## config.mk

```make
export PLATFORM = sky130hd
export DESIGN_NAME = share_collector
export DESIGN_NICKNAME = d
export VERILOG_FILES = /design/src/rtl/share_collector_pkg.sv /design/src/rtl/reduce_xor.sv /design/src/rtl/share_collector.sv
export SDC_FILE = /design/constraint.sdc
export NUM_CORES = 1
export LEC_CHECK = 0
export BUFFER_PORTS_ARGS = -buffer_cell sky130_fd_sc_hd__buf_2
export CORE_ASPECT_RATIO = 1.2
export CORE_UTILIZATION = 45
export DETAILED_ROUTE_END_ITERATION = 6
export PLACE_DENSITY = 0.81
export SYNTH_ARGS = -nofsm -noshare
export SYNTH_HDL_FRONTEND = slang
export SYNTH_SLANG_ARGS = --single-unit
```

## constraint.sdc

```tcl
create_clock -name in_clock -period 1.3 [get_ports in_clock]
set_clock_uncertainty 0.05 [all_clocks]
set_input_delay 0.065 -clock in_clock [delete_from_list [all_inputs] [get_ports in_clock]]
set_output_delay 0.065 -clock in_clock [all_outputs]
set_load 0.02 [all_outputs]
```

## src/rtl/share_collector_pkg.sv

```systemverilog
// ============================================================================
//  Module      : share_collector_pkg
//  Description : Shared types, defaults and helpers for the share collector.
//  Revision    : 1.0 - initial release
// ============================================================================
`default_nettype none

package share_collector_pkg;

    localparam int DEFAULT_NUM_SHARES    = 5;
    localparam int DEFAULT_ELEMENT_WIDTH = 4;

    typedef logic [DEFAULT_ELEMENT_WIDTH-1:0] share_t;

    typedef enum logic [0:0] {
        COLLECT = 1'b0,
        FULL    = 1'b1
    } state_e;

    // Index counter width; a single-share build still needs one bit.
    function automatic int cnt_width(input int n);
        int w;
        w = $clog2(n);
        return (w < 1) ? 1 : w;
    endfunction

endpackage

`default_nettype wire

```

## src/rtl/reduce_xor.sv

```systemverilog
// ============================================================================
//  Module      : reduce_xor
//  Description : Combinational XOR of NUM_ELEMENTS words of ELEMENT_WIDTH bits.
//  Revision    : 1.0 - initial release
// ============================================================================
`default_nettype none

module reduce_xor #(
    parameter int NUM_ELEMENTS  = 5,
    parameter int ELEMENT_WIDTH = 4
) (
    input  logic [NUM_ELEMENTS-1:0][ELEMENT_WIDTH-1:0] in_elements,
    output logic [ELEMENT_WIDTH-1:0]                   out_xor
);

    logic [NUM_ELEMENTS-1:0][ELEMENT_WIDTH-1:0] partial;

    assign partial[0] = in_elements[0];

    generate
        for (genvar i = 1; i < NUM_ELEMENTS; i++) begin : g_chain
            assign partial[i] = partial[i-1] ^ in_elements[i];
        end
    endgenerate

    assign out_xor = partial[NUM_ELEMENTS-1];

endmodule

`default_nettype wire

```

## src/rtl/share_collector.sv

```systemverilog
// ============================================================================
//  Module      : share_collector
//  Description : Collects NUM_SHARES serial share words and presents them in
//                parallel with their XOR recombination.
//                Optional: SHARE_COLLECTOR_CLEAR_EN zeroes the buffer on handoff.
//  Revision    : 1.0 - initial release
// ============================================================================
`default_nettype none

module share_collector
    import share_collector_pkg::*;
#(
    parameter int NUM_SHARES    = DEFAULT_NUM_SHARES,
    parameter int ELEMENT_WIDTH = DEFAULT_ELEMENT_WIDTH
) (
    input  logic                                     in_clock,
    input  logic                                     in_reset,
    input  logic                                     in_valid,
    output logic                                     out_ready,
    input  logic [ELEMENT_WIDTH-1:0]                 in_share,
    output logic                                     out_valid,
    input  logic                                     in_ready,
    output logic [NUM_SHARES-1:0][ELEMENT_WIDTH-1:0] out_shares,
    output logic [ELEMENT_WIDTH-1:0]                 out_xor
);

    localparam int               CNT_W    = cnt_width(NUM_SHARES);
    localparam logic [CNT_W-1:0] LAST_IDX = CNT_W'(NUM_SHARES - 1);

    state_e                                  state_q, state_d;
    logic [CNT_W-1:0]                        cnt_q, cnt_d;
    logic [NUM_SHARES-1:0][ELEMENT_WIDTH-1:0] buf_q, buf_d;

    always_comb begin
        state_d   = state_q;
        cnt_d     = cnt_q;
        buf_d     = buf_q;
        out_valid = 1'b0;
        out_ready = 1'b0;
        case (state_q)
            COLLECT: begin
                out_ready = 1'b1;
                if (in_valid) begin
                    for (int k = 0; k < NUM_SHARES; k++) begin
                        if (cnt_q == CNT_W'(k)) begin
                            buf_d[k] = in_share;
                        end
                    end
                    if (cnt_q == LAST_IDX) begin
                        state_d = FULL;
                        cnt_d   = '0;
                    end else begin
                        cnt_d = cnt_q + CNT_W'(1);
                    end
                end
            end
            FULL: begin
                out_valid = 1'b1;
                // No same-cycle acceptance: the next set starts one edge later.
                if (in_ready) begin
                    state_d = COLLECT;
`ifdef SHARE_COLLECTOR_CLEAR_EN
                    buf_d   = '0;
`endif
                end
            end
            default: begin
                state_d = COLLECT;
            end
        endcase
    end

    always_ff @(posedge in_clock) begin
        if (in_reset) begin
            state_q <= COLLECT;
            cnt_q   <= '0;
            buf_q   <= '0;
        end else begin
            state_q <= state_d;
            cnt_q   <= cnt_d;
            buf_q   <= buf_d;
        end
    end

    assign out_shares = buf_q;

    reduce_xor #(
        .NUM_ELEMENTS  (NUM_SHARES),
        .ELEMENT_WIDTH (ELEMENT_WIDTH)
    ) u_reduce_xor (
        .in_elements (buf_q),
        .out_xor     (out_xor)
    );

endmodule

`default_nettype wire

```

# Word level (Yosys, flattened, before mapping)
# Index checks and enable logic that the tools add are counted.
# Widths: inputs -> output; s select.
# totals
register_bits	24
output_inout_bits	26
# classes
add_sub_neg	1
eq_ne	4
n_mux	7
bitwise_logic	5
reduce_logical	7
# op_table
operator	n
$xor 4x4->4	4
$reduce_and 3->1	5
$eq 3x2->1 const B	2
$mux 1	5
$add 3x1->3 const B	1
$eq 3x1->1 const B	1
$eq 3x3->1 const B	1
$logic_not 3->1	1
$mux 3	1
$pmux 1 s2	1
$reduce_and 2->1	1
$not 1->1	1

# Depth between registers and ports, before layout
# Gate-level depths: netlist of the first run.
# depth
depth_word	4
mapped_depth	6

# Modules after synthesis
# Synthesis of the first run repeated with hierarchy kept, for this count alone.
# hier_totals
hier_cells	112
area_unflattened_um2	1159.9
# by_module_without_submodules
mod	n_inst	cells_each	area_per_inst_um2	seq_area_each_um2
share_collector	1	100	999.7	480.5
reduce_xor	1	12	160.2	0.0

# Worst setup path before layout of the first run
# No wires, ideal clock.
# synth_timing
path_kind	register to register
start	register cnt_q[0]
end	register cnt_q[2]
setup_time_ns	0.070
t_arrival_ns	1.238
t_required_ns	1.180
slack_ns	-0.057
stages_incl_launch_ff	5
period_less_slack_ns	1.357
cell_sequence	dfxtp_1 > ha_1 > ha_1 > or3b_1 > a21oi_1
# synth_via
elab_chain_cells	2
# synth_lines
element	line	rtl
start, declared	share_collector.sv:31	logic [CNT_W-1:0] cnt_q, cnt_d;
start signal, assigned	share_collector.sv:80	cnt_q <= cnt_d;
$add 3x1->3 or $eq 3x3->1 (tied branches)	share_collector.sv:53, share_collector.sv:49	
$mux 3 (*)	share_collector.sv:49	if (cnt_q == LAST_IDX) begin
# Every way passes the cells marked *; elsewhere a longest branch is shown, timed or not.
# A chain may end at the register's enable or synchronous reset.

# Worst setup path in the final report of the first run
# layout_timing
start	register buf_q, in the netlist out_shares[0]
end	output out_xor[0]
# layout_via
elab_chain_cells	4
# layout_lines
element	line	rtl
start, declared	share_collector.sv:32	logic [NUM_SHARES-1:0][ELEMENT_WIDTH-1:0] buf_q, buf_d;
start signal, assigned	share_collector.sv:81	buf_q <= buf_d;
$xor 4x4->4 (4 in a row)	reduce_xor.sv:22	assign partial[i] = partial[i-1] ^ in_elements[i];
end, declared	share_collector.sv:24	output logic [ELEMENT_WIDTH-1:0] out_xor
# Every way passes these cells.

==> results of run 1 <==
[layer usage]
layer / share of wire [%] / vias up / wire length (um)
met3: 3.8 / 7 / 114
met2: 55 / 29 / 1620
li1: - / 479 / -
met5: 0 / - / 0
met1: 39 / 472 / 1160
met4: 2.5 / 0 / 74
[kinds of logic after synthesis]
| group | Yosys count | share of synthesized area (%) |
|---|---|---|
| adder cells (fa/ha/maj) | 5 | 5.39 |
| buffers and inverters | 10 | 5.50 |
| XOR/XNOR | 16 | 12.1 |
| AND/OR/NAND/NOR | 34 | 16.6 |
| flip-flops | 24 | 41.4 |
| multiplexers | 20 | 17.3 |
| AO/OA/AOI/OAI | 4 | 1.73 |
[cells in the final DEF (no fill, tap or decap)]
cell type / synthesis / layout
nor2_1: 20 / 20
dfxtp_1: 24 / 6
xnor2_1: 16 / 6
and4bb_2: 0 / 2
bufinv_16: 0 / 1
xnor2_4: 0 / 2
nand3b_1: 1 / 1
mux2i_2: 0 / 1
inv_1: 4 / 2
xnor2_2: 0 / 8
buf_6: 3 / 6
nand2_1: 4 / 4
or3b_1: 1 / 1
nand4_1: 2 / 2
buf_2: 0 / 30
dfxtp_2: 0 / 12
and4bb_4: 0 / 1
mux2i_1: 20 / 19
clkbuf_4: 0 / 3
ha_4: 0 / 5
inv_4: 0 / 2
or2b_1: 1 / 1
nand2b_4: 1 / 1
dfxtp_4: 0 / 6
dlygate4sd3_1: 0 / 4
buf_4: 1 / 14
a21oi_1: 4 / 4
nand4b_4: 0 / 1
[through the flow]
stage	setup WS [ns]	util (%)	instances
floorplan	-0.0135	-	113
global placement	-0.0811	58.9	180
detailed placement	-0.195	58.9	180
CTS	-0.157	72.7	196
global route	-0.257	75.8	196
finish	-0.176	75.8	196
[critical path, cell delays in order (launching register included)]
cell and delay (ns):
dfxtp_4 0.39, xnor2_2 0.13, xnor2_1 0.20, xnor2_1 0.14, buf_2 0.18
[how the worst min path moves through the flow]
stage | startpoint | end | slack [ns] | cells past startpoint
2_1_floorplan | in_reset | cnt_q[0] | 0.08 | 1
3_3_place_gp | in_ready | state_q | 0.28 | 3
3_5_place_dp | in_ready | state_q | 0.32 | 3
4_1_cts | in_share[0] | out_shares[4] | 0.001 | 3
5_1_grt | in_share[0] | out_shares[8] | 0.04 | 3
6_report | in_share[0] | out_shares[4] | 0.03 | 3
[state kept, by name, summed over array words and instances (netlist names)]
name,count
cnt_q,3
state_q,1
out_shares,20
[final cells by class]
type,count,area (um^2),area share [%]
clock buffer,3,22.5,1.26
clock inverter,1,30.0,1.68
inverter,4,20.0,1.12
multi-input combinational,79,792,44.4
sequential,24,518,29.0
tap,31,38.8,2.17
timing repair buffer,54,363,20.3
[power groups by stage]
stage	clock, mW	combinational (mW)	sequential (mW)
finish	0.538	0.318	0.791
global route	0.588	0.339	0.795
CTS	0.544	0.293	0.792
detailed placement	0	0.240	0.798
global placement	0	0.233	0.796
floorplan	0	0.152	0.815
[timing repair]
action | in CTS | in global routing
setup buffers | 8 | 0
hold buffers | 4 | 0
gates resized for setup | 45 | 17
pin swaps | 18 | 14
endpoints found under the hold margin | 9 | 0
endpoints found under the setup margin | 25 | 25
==> results.json, run 1 <==
{
  "syn_nets": 126,
  "cp-endpoint": "out_xor[0]",
  "clk_latency_ns": 0.32,
  "final.setup.tns_ns": -1.94,
  "p_comb_share_pct": 19.3,
  "placed_cell_area_mm2": 0.00139,
  "fillers": 167,
  "routedWlPerCell_um": 15.1,
  "min_path_type": "input pin to register",
  "fin_crit_ns": 1.48,
  "rsz0062_at_grt": "yes",
  "globalRouteTotalUtil_pct": 22.0,
  "busiest_layer": "met2",
  "violations": "setup timing",
  "hold_violations": 0,
  "drtIter0Drc": 17,
  "cts_tree": "built",
  "use_met2_pct": 41.2,
  "p_sw_uw": 422,
  "p_leak_nw": 0.797,
  "grtUsageMet3_pct": 3.15,
  "cp-end-kind": "primary output",
  "setup_viol": 21,
  "p_int_mw": 1.22,
  "drt-total-wl_um": 2960,
  "pwr-share-seq_pct": 48.0,
  "yosysTopAreaCell": "dfxtp_1",
  "synth_top_area_share_pct": 41.4,
  "yosysWarnings": 0,
  "r2r_slack_ns": -0.16,
  "drc_errors": 0,
  "die_area_mm2": 0.00279,
  "fp.coreArea_mm2": 0.00235,
  "dp.final_hpwl_um": 1790,
  "areaGrowthSynthToFinish_pct": 53.8,
  "yosysMostFrequentCell": "dfxtp_1",
  "p_total_mw": 1.65,
  "status": "complete, but fails checks",
  "grt_start_max_net_pins": 25,
  "final_area_mm2": 0.00178,
  "postSynthCellCount": 113,
  "cp_data_required_time_ns": 1.19,
  "first_global_vias": 987,
  "cp_max_fo": 3,
  "grt_use_met1_pct": 24.4,
  "dieHeight_um": 57.6,
  "htreeDepth": 1,
  "drv_slew": 0,
  "nets": 179,
  "place_congestion": 0.797,
  "cp-start-kind": "register",
  "drt_pre_antenna_iters": 4,
  "setup_slack_ns": -0.176,
  "seq_area_frac_synth_pct": 41.4,
  "drive_gt1_share_pct": 57.6,
  "r2r-start": "cnt_q[0]",
  "synthTopCellsByArea": "dfxtp_1, mux2i_1, xnor2_1, nor2_1, ha_1",
  "synthFlopType": "dfxtp_1",
  "tightest_slew_ns": 0.417,
  "cts_root_buffer": "clkbuf_4",
  "crit_start": "out_shares[0]",
  "synth.cell_area_mm2": 0.00116,
  "drtAntennaViolNets": 0,
  "io_buffer_count": 33,
  "relSlewSlack_pct": 72.2,
  "placementRows": 19,
  "grt_pass1_wl_um": 4570,
  "swShare_pct": 25.6,
  "holdWs_ns": 0.0283,
  "fmax_mhz": 677,
  "r2r_cells": 5,
  "die_w_um": 48.3,
  "async_flop_share_pct": 0,
  "cts_buffers": 3,
  "gr-total-overflow": 0,
  "synth_edf_count": 0,
  "num_vias": 987,
  "start_util_pct": 49.3,
  "r2r-end": "out_shares[0]",
  "ir_drop_mv": 0.851,
  "cts.clk_slew.worst_paths_ns": 0.12,
  "clockBufferDepth": 2,
  "clock_sinks": 24,
  "criticalPathCategory": "register to primary output",
  "ioPinCount": 34,
  "ys_seq_elements": 24,
  "synth_area_per_cell_um2": 10.3,
  "powerDensity_mw_per_mm2": 923,
  "antenna_found_initial": 0,
  "finalCritPeriodShare_pct": 114,
  "synth_cell_types": 18,
  "max_cap_viol_count": 0,
  "diodes": 0,
  "yosys-top-cells-count": "dfxtp_1, mux2i_1, nor2_1",
  "arrival_ns": 1.36,
  "power_frac_clock_pct": 32.7,
  "viasPerCell": 5.04
}
Note: power is estimated with default switching activity, not from simulation.
==> run 2: changes to the inputs <==
ABC_AREA = 1   (was default)
CORE_UTILIZATION = 46   (was 45)
==> results.json, run 2 <==
{
  "async_flop_share_pct": 0,
  "drive_gt1_share_pct": 37.6,
  "fp.coreArea_mm2": 0.00258,
  "status": "complete, but fails checks",
  "nets": 257,
  "start_util_pct": 49.1,
  "yosysTopAreaCell": "dfxtp_1",
  "holdPathEnd": "cnt_q[1]",
  "criticalPathCategory": "register to primary output",
  "p_sw_uw": 486,
  "r2r-end": "out_shares[8]",
  "clk_latency_ns": 0.31,
  "setup_slack_ns": -0.0270,
  "drtIter0Drc": 22,
  "fmax_mhz": 754,
  "cp-end-kind": "primary output",
  "cpMostUsedCell": "nand2_1",
  "final_common_cell": "nand2_1",
  "max_stage_delay_ns": 0.39,
  "holdWs_ns": 0.0885,
  "synthAdderAreaFrac_pct": 4.95,
  "diodes": 0,
  "num_vias": 1294,
  "cts_buffers": 3,
  "synth_cell_types": 14,
  "finalCritPeriodShare_pct": 102,
  "p_leak_nw": 0.857,
  "placementRows": 20,
  "pwr-share-seq_pct": 52.2,
  "grt_start_max_net_pins": 21,
  "yosys.area_share.xor_xnor_pct": 2.77,
  "synth.cell_area_mm2": 0.00126,
  "globalRouteTotalUtil_pct": 18.5,
  "synthSimpleGateAreaFrac_pct": 40.1,
  "worstHoldPathCells": 4,
  "areaGrowthSynthToFinish_pct": 36.2,
  "dp.final_hpwl_um": 1870,
  "cp_max_fo": 4,
  "tightest_slew_ns": 0.237,
  "ir_drop_mv": 0.646,
  "viasPerCell": 4.71,
  "grt_pass1_wl_um": 4200,
  "antenna_found_initial": 0,
  "relSlewSlack_pct": 84.2,
  "postLayoutCoreUtil_pct": 66.8,
  "seq_area_frac_synth_pct": 38.0,
  "swShare_pct": 31.7,
  "synthFlopType": "dfxtp_1",
  "largest_reg_flops": 20,
  "yosysWarnings": 0,
  "drtAntennaViolNets": 0,
  "p_int_mw": 1.05,
  "max_cap_viol_count": 0,
  "p_comb_share_pct": 27.0,
  "drt_pre_antenna_iters": 4,
  "yosysMostFrequentCell": "nand2_1",
  "arrival_ns": 1.21,
  "r2r-start": "cnt_q[0]",
  "min_path_type": "input pin to register",
  "cts.clk_slew.worst_paths_ns": 0.13,
  "cp.buffers_inverters": 2,
  "multi_input_area_um2": 742,
  "cts_tree": "built",
  "rsz0062_at_grt": "yes",
  "syn_nets": 210,
  "hold_violations": 0,
  "synth_area_per_cell_um2": 6.42,
  "clock_sinks": 24,
  "synth_mux_area_share_pct": 0,
  "critical-path-top-delay-family": "flip-flops",
  "setup_viol": 3,
  "synthTopCellsByArea": "dfxtp_1, nand2_1, nor2_1, inv_1, ha_1",
  "postSynthCellCount": 197,
  "drv_slew": 0,
  "r2r_slack_ns": 0.04,
  "ys_seq_elements": 24,
  "place_congestion": 0.831,
  "dieHeight_um": 59.4,
  "clockBufferDepth": 2,
  "drc_errors": 0,
  "ioPinCount": 34,
  "die_w_um": 49.9,
  "synth_edf_count": 0,
  "r2r_cells": 7,
  "routedWlPerCell_um": 9.96,
  "mostFrequentLayoutCells": "nand2_1, nor2_1, buf_2, inv_2, inv_1",
  "fillers": 227,
  "die_area_mm2": 0.00296,
  "fin_crit_ns": 1.33,
  "synth_top_area_share_pct": 38.0,
  "drt-total-wl_um": 2740,
  "first_global_vias": 1002,
  "crit_path_top_delay_cell": "dfxtp_4",
  "htreeDepth": 1,
  "io_buffer_count": 33,
  "min_from": "in_valid",
  "violations": "setup timing",
  "synth_compound_area_share_pct": 4.75,
  "gr-total-overflow": 0,
  "seq_area_um2": 513,
  "yosys-top-cells-count": "nand2_1, nor2_1, inv_1",
  "powerDensity_mw_per_mm2": 891,
  "crit_chain": "inv_2, nand2_2, nand2_1, nand2_1, nand2_1, nand2_1, nand2_1, buf_6",
  "cp-start-kind": "register",
  "synth_top_family_by_area": "simple AND/OR/NAND/NOR gates",
  "cts_root_buffer": "clkbuf_4",
  "power_frac_clock_pct": 20.8,
  "cp_data_required_time_ns": 1.19
}
run 2: changes by cell type after synthesis, moves of 9 or more:
cell / previous run / this run
xnor2_1: 16 / 0
inv_1: 4 / 28
nand3_1: 0 / 9
nor2_1: 20 / 45
mux2i_1: 20 / 0
nand2_1: 4 / 60
o21ai_0: 0 / 9
run 2: per-layer routing:
layer,wire (um),share of wire [%],GRT usage [%],vias up
li1,-,-,-,680
met1,1240,45,23.9,570
met2,1350,49,31.3,39
met3,109,4.0,2.31,5
met4,38,1.4,7.35,0
met5,0,0,0,-
run 2: cell families (layout without fill, tap and decap cells):
| family | Yosys count | after routing |
|---|---|---|
| xor gates and xnor gates | 4 | 4 |
| adders and majority gates | 5 | 5 |
| AOI/OAI and AO/OA | 12 | 12 |
| and+or+nand+nor | 120 | 120 |
| DFF | 24 | 24 |
| buffers and inverters | 32 | 77 |
run 2: power by group through the flow:
| stage | Clock [mW] | Combinational (mW) | Sequential (mW) |
|---|---|---|---|
| 2_1_floorplan | 0 | 0.205 | 0.849 |
| 3_3_place_gp | 0 | 0.330 | 0.816 |
| 3_5_place_dp | 0 | 0.334 | 0.817 |
| 4_1_cts | 0.326 | 0.386 | 0.803 |
| 5_1_grt | 0.358 | 0.457 | 0.806 |
| 6_report | 0.319 | 0.415 | 0.800 |
run 2: timing repair:
action / CTS / global route
hold buffers: 6 / 0
pin swaps: 4 / 17
endpoints found under the setup margin: 11 / 17
endpoints found under the hold margin: 8 / 0
buffers inserted: 1 / 2
gates resized for setup: 23 / 39
run 2: worst reg2reg max path, stage by stage (launching register included):
cell	delay (ns)
dfxtp_4	0.39
inv_2	0.10
ha_1	0.17
nand2_1	0.09
nor2_4	0.21
nand2_1	0.07
nand2_1	0.06
nor2_1	0.04
run 2: final cells by class:
type                    count  share of cell area (%)
clock buffers               3                    1.31
inverters                  30                    6.54
flip-flops and latches     24                    29.8
multi-input cells         141                    43.1
well taps                  33                    2.40
repair buffers             44                    16.9
run 2: worst max path at each step:
| stage | endpoint | from | slack, ns | depth (start not counted) |
|---|---|---|---|---|
| global placement | out_shares[15] | cnt_q[1] | 0.03 | 7 |
| CTS | out_xor[2] | out_shares[18] | -0.02 | 8 |
| global route | out_xor[0] | out_shares[16] | -0.1 | 8 |
| floorplan | out_shares[17] | cnt_q[0] | 0.06 | 8 |
| finish | out_xor[3] | out_shares[19] | -0.03 | 8 |
| detailed placement | out_shares[16] | cnt_q[0] | -0.02 | 8 |
run 2: metrics by stage:
stage | cell area (um^2) | setup WS [ns] | TNS, ns | instances | power, mW
floorplan | 1260 | 0.0572 | 0 | 197 | 1.05
global placement | 1480 | 0.0308 | 0 | 263 | 1.15
detailed placement | 1480 | -0.0210 | -0.0723 | 263 | 1.15
CTS | 1610 | -0.0189 | -0.0624 | 273 | 1.51
global route | 1720 | -0.0968 | -0.494 | 275 | 1.62
finish | 1720 | -0.0270 | -0.0498 | 275 | 1.53
==> run 3: changes to the inputs <==
ABC_AREA = 0   (was 1)
CORE_MARGIN = 2   (was default)
CORE_UTILIZATION = 45   (was 46)
==> results.json, run 3 (synthesized netlist as in run 1, its figures left out) <==
{
  "tightest_slew_ns": 0.439,
  "htreeDepth": 1,
  "place_congestion": 0.853,
  "holdWs_ns": 0.0199,
  "cp-start-kind": "register",
  "multi_input_area_um2": 761,
  "drc_errors": 0,
  "rsz0062_at_grt": "yes",
  "drt-total-wl_um": 3100,
  "powerDensity_mw_per_mm2": 947,
  "cts_tree": "built",
  "final_common_cell": "buf_2",
  "drtIter0Drc": 35,
  "drtAntennaViolNets": 0,
  "violations": "setup timing",
  "ioPinCount": 34,
  "placementRows": 20,
  "die_area_mm2": 0.00300,
  "drv_slew": 0,
  "mostFrequentLayoutCells": "buf_2, nor2_1, mux2i_1, dfxtp_2, buf_4",
  "clockBufferDepth": 2,
  "antenna_found_initial": 0,
  "fillers": 192,
  "largest_reg_flops": 20,
  "drive_gt1_share_pct": 59.5,
  "p_leak_nw": 0.778,
  "status": "complete, but fails checks",
  "max_cap_viol_count": 0,
  "grt_pass1_wl_um": 4550,
  "io_buffer_count": 33,
  "cts_buffers": 3,
  "cts.clk_slew.worst_paths_ns": 0.14,
  "dp.final_hpwl_um": 1740,
  "fmax_mhz": 684,
  "arrival_ns": 1.35,
  "placed_cell_area_mm2": 0.00139,
  "gr-total-overflow": 0,
  "cp_data_required_time_ns": 1.19,
  "min_path_type": "input pin to register",
  "setup_slack_ns": -0.161,
  "globalRouteTotalUtil_pct": 20.1,
  "setup_viol": 22,
  "clk_latency_ns": 0.31,
  "cts_root_buffer": "clkbuf_4",
  "final_area_mm2": 0.00174,
  "clock_sinks": 24,
  "finalCritPeriodShare_pct": 112,
  "ir_drop_mv": 0.826,
  "grt_start_max_net_pins": 25,
  "seq_area_um2": 518,
  "dieHeight_um": 59.6,
  "drt_pre_antenna_iters": 4,
  "fp.coreArea_mm2": 0.00250,
  "routedWlPerCell_um": 15.8,
  "diodes": 0,
  "cp-end-kind": "primary output",
  "r2r_slack_ns": -0.16,
  "num_vias": 998,
  "nets": 177,
  "die_w_um": 50.3,
  "start_util_pct": 46.3,
  "fin_crit_ns": 1.46,
  "criticalPathCategory": "register to primary output",
  "relSlewSlack_pct": 70.7,
  "hold_violations": 0,
  "cp_max_fo": 2,
  "first_global_vias": 996,
  "viasPerCell": 5.09,
  "areaGrowthSynthToFinish_pct": 50.1
}
## run 3: worst paths after layout
| path | startpoint | endpoint | depth (start not counted) |
|---|---|---|---|
| worst min-delay path | in_share[0] | out_shares[0] | 3 |
| worst max register to register | cnt_q[0] | out_shares[12] | 6 |
| worst max-delay path | out_shares[12] | out_xor[0] | 4 |
| worst min register to register | out_shares[9] | out_shares[9] | 2 |
## run 3: layout make-up
cell class	count	area share, %
Inverter	4	1.29
Tap cell	33	2.37
Timing Repair Buffer	52	19.8
Clock buffer	3	1.29
Sequential cell	24	29.8
Clock inverter	1	1.73
Multi-Input combinational cell	79	43.7
## run 3: power breakdown
part           internal, mW  leakage (nW)  switching (mW)
clock network         0.311        0.0279           0.236
logic                 0.150         0.545           0.160
registers             0.756         0.206          0.0345
## run 3: through the flow
| stage | utilization [%] | total power [mW] | TNS [ns] | instances | worst slack [ns] |
|---|---|---|---|---|---|
| floorplan | - | 0.967 | -0.0135 | 113 | -0.0135 |
| global placement | 55.5 | 1.03 | -0.685 | 182 | -0.0866 |
| detailed placement | 55.5 | 1.04 | -1.58 | 182 | -0.171 |
| CTS | 67.4 | 1.63 | -1.73 | 194 | -0.146 |
| global route | 69.6 | 1.71 | -3.29 | 196 | -0.253 |
| finish | 69.6 | 1.65 | -2.02 | 196 | -0.161 |
## run 3: critical path, cell delays in order, from the launching register on
cell and delay (ns):
dfxtp_4 0.39, xnor2_2 0.13, xnor2_1 0.19, xnor2_1 0.15, buf_4 0.17
## run 3: what timing repair did
action	CTS	global route
buffers inserted	6	2
hold buffers	2	0
gates resized for setup	50	14
endpoints found under the setup margin	25	24
hold endpoints to repair	3	0
pin swaps	18	8
## run 3: layer usage
metal,wire length (um),vias up,global-route usage [%]
met5,0,-,0
met4,14,0,6.56
met3,128,2,4.04
met2,1730,31,35.5
met1,1230,495,24.5
li1,-,470,-
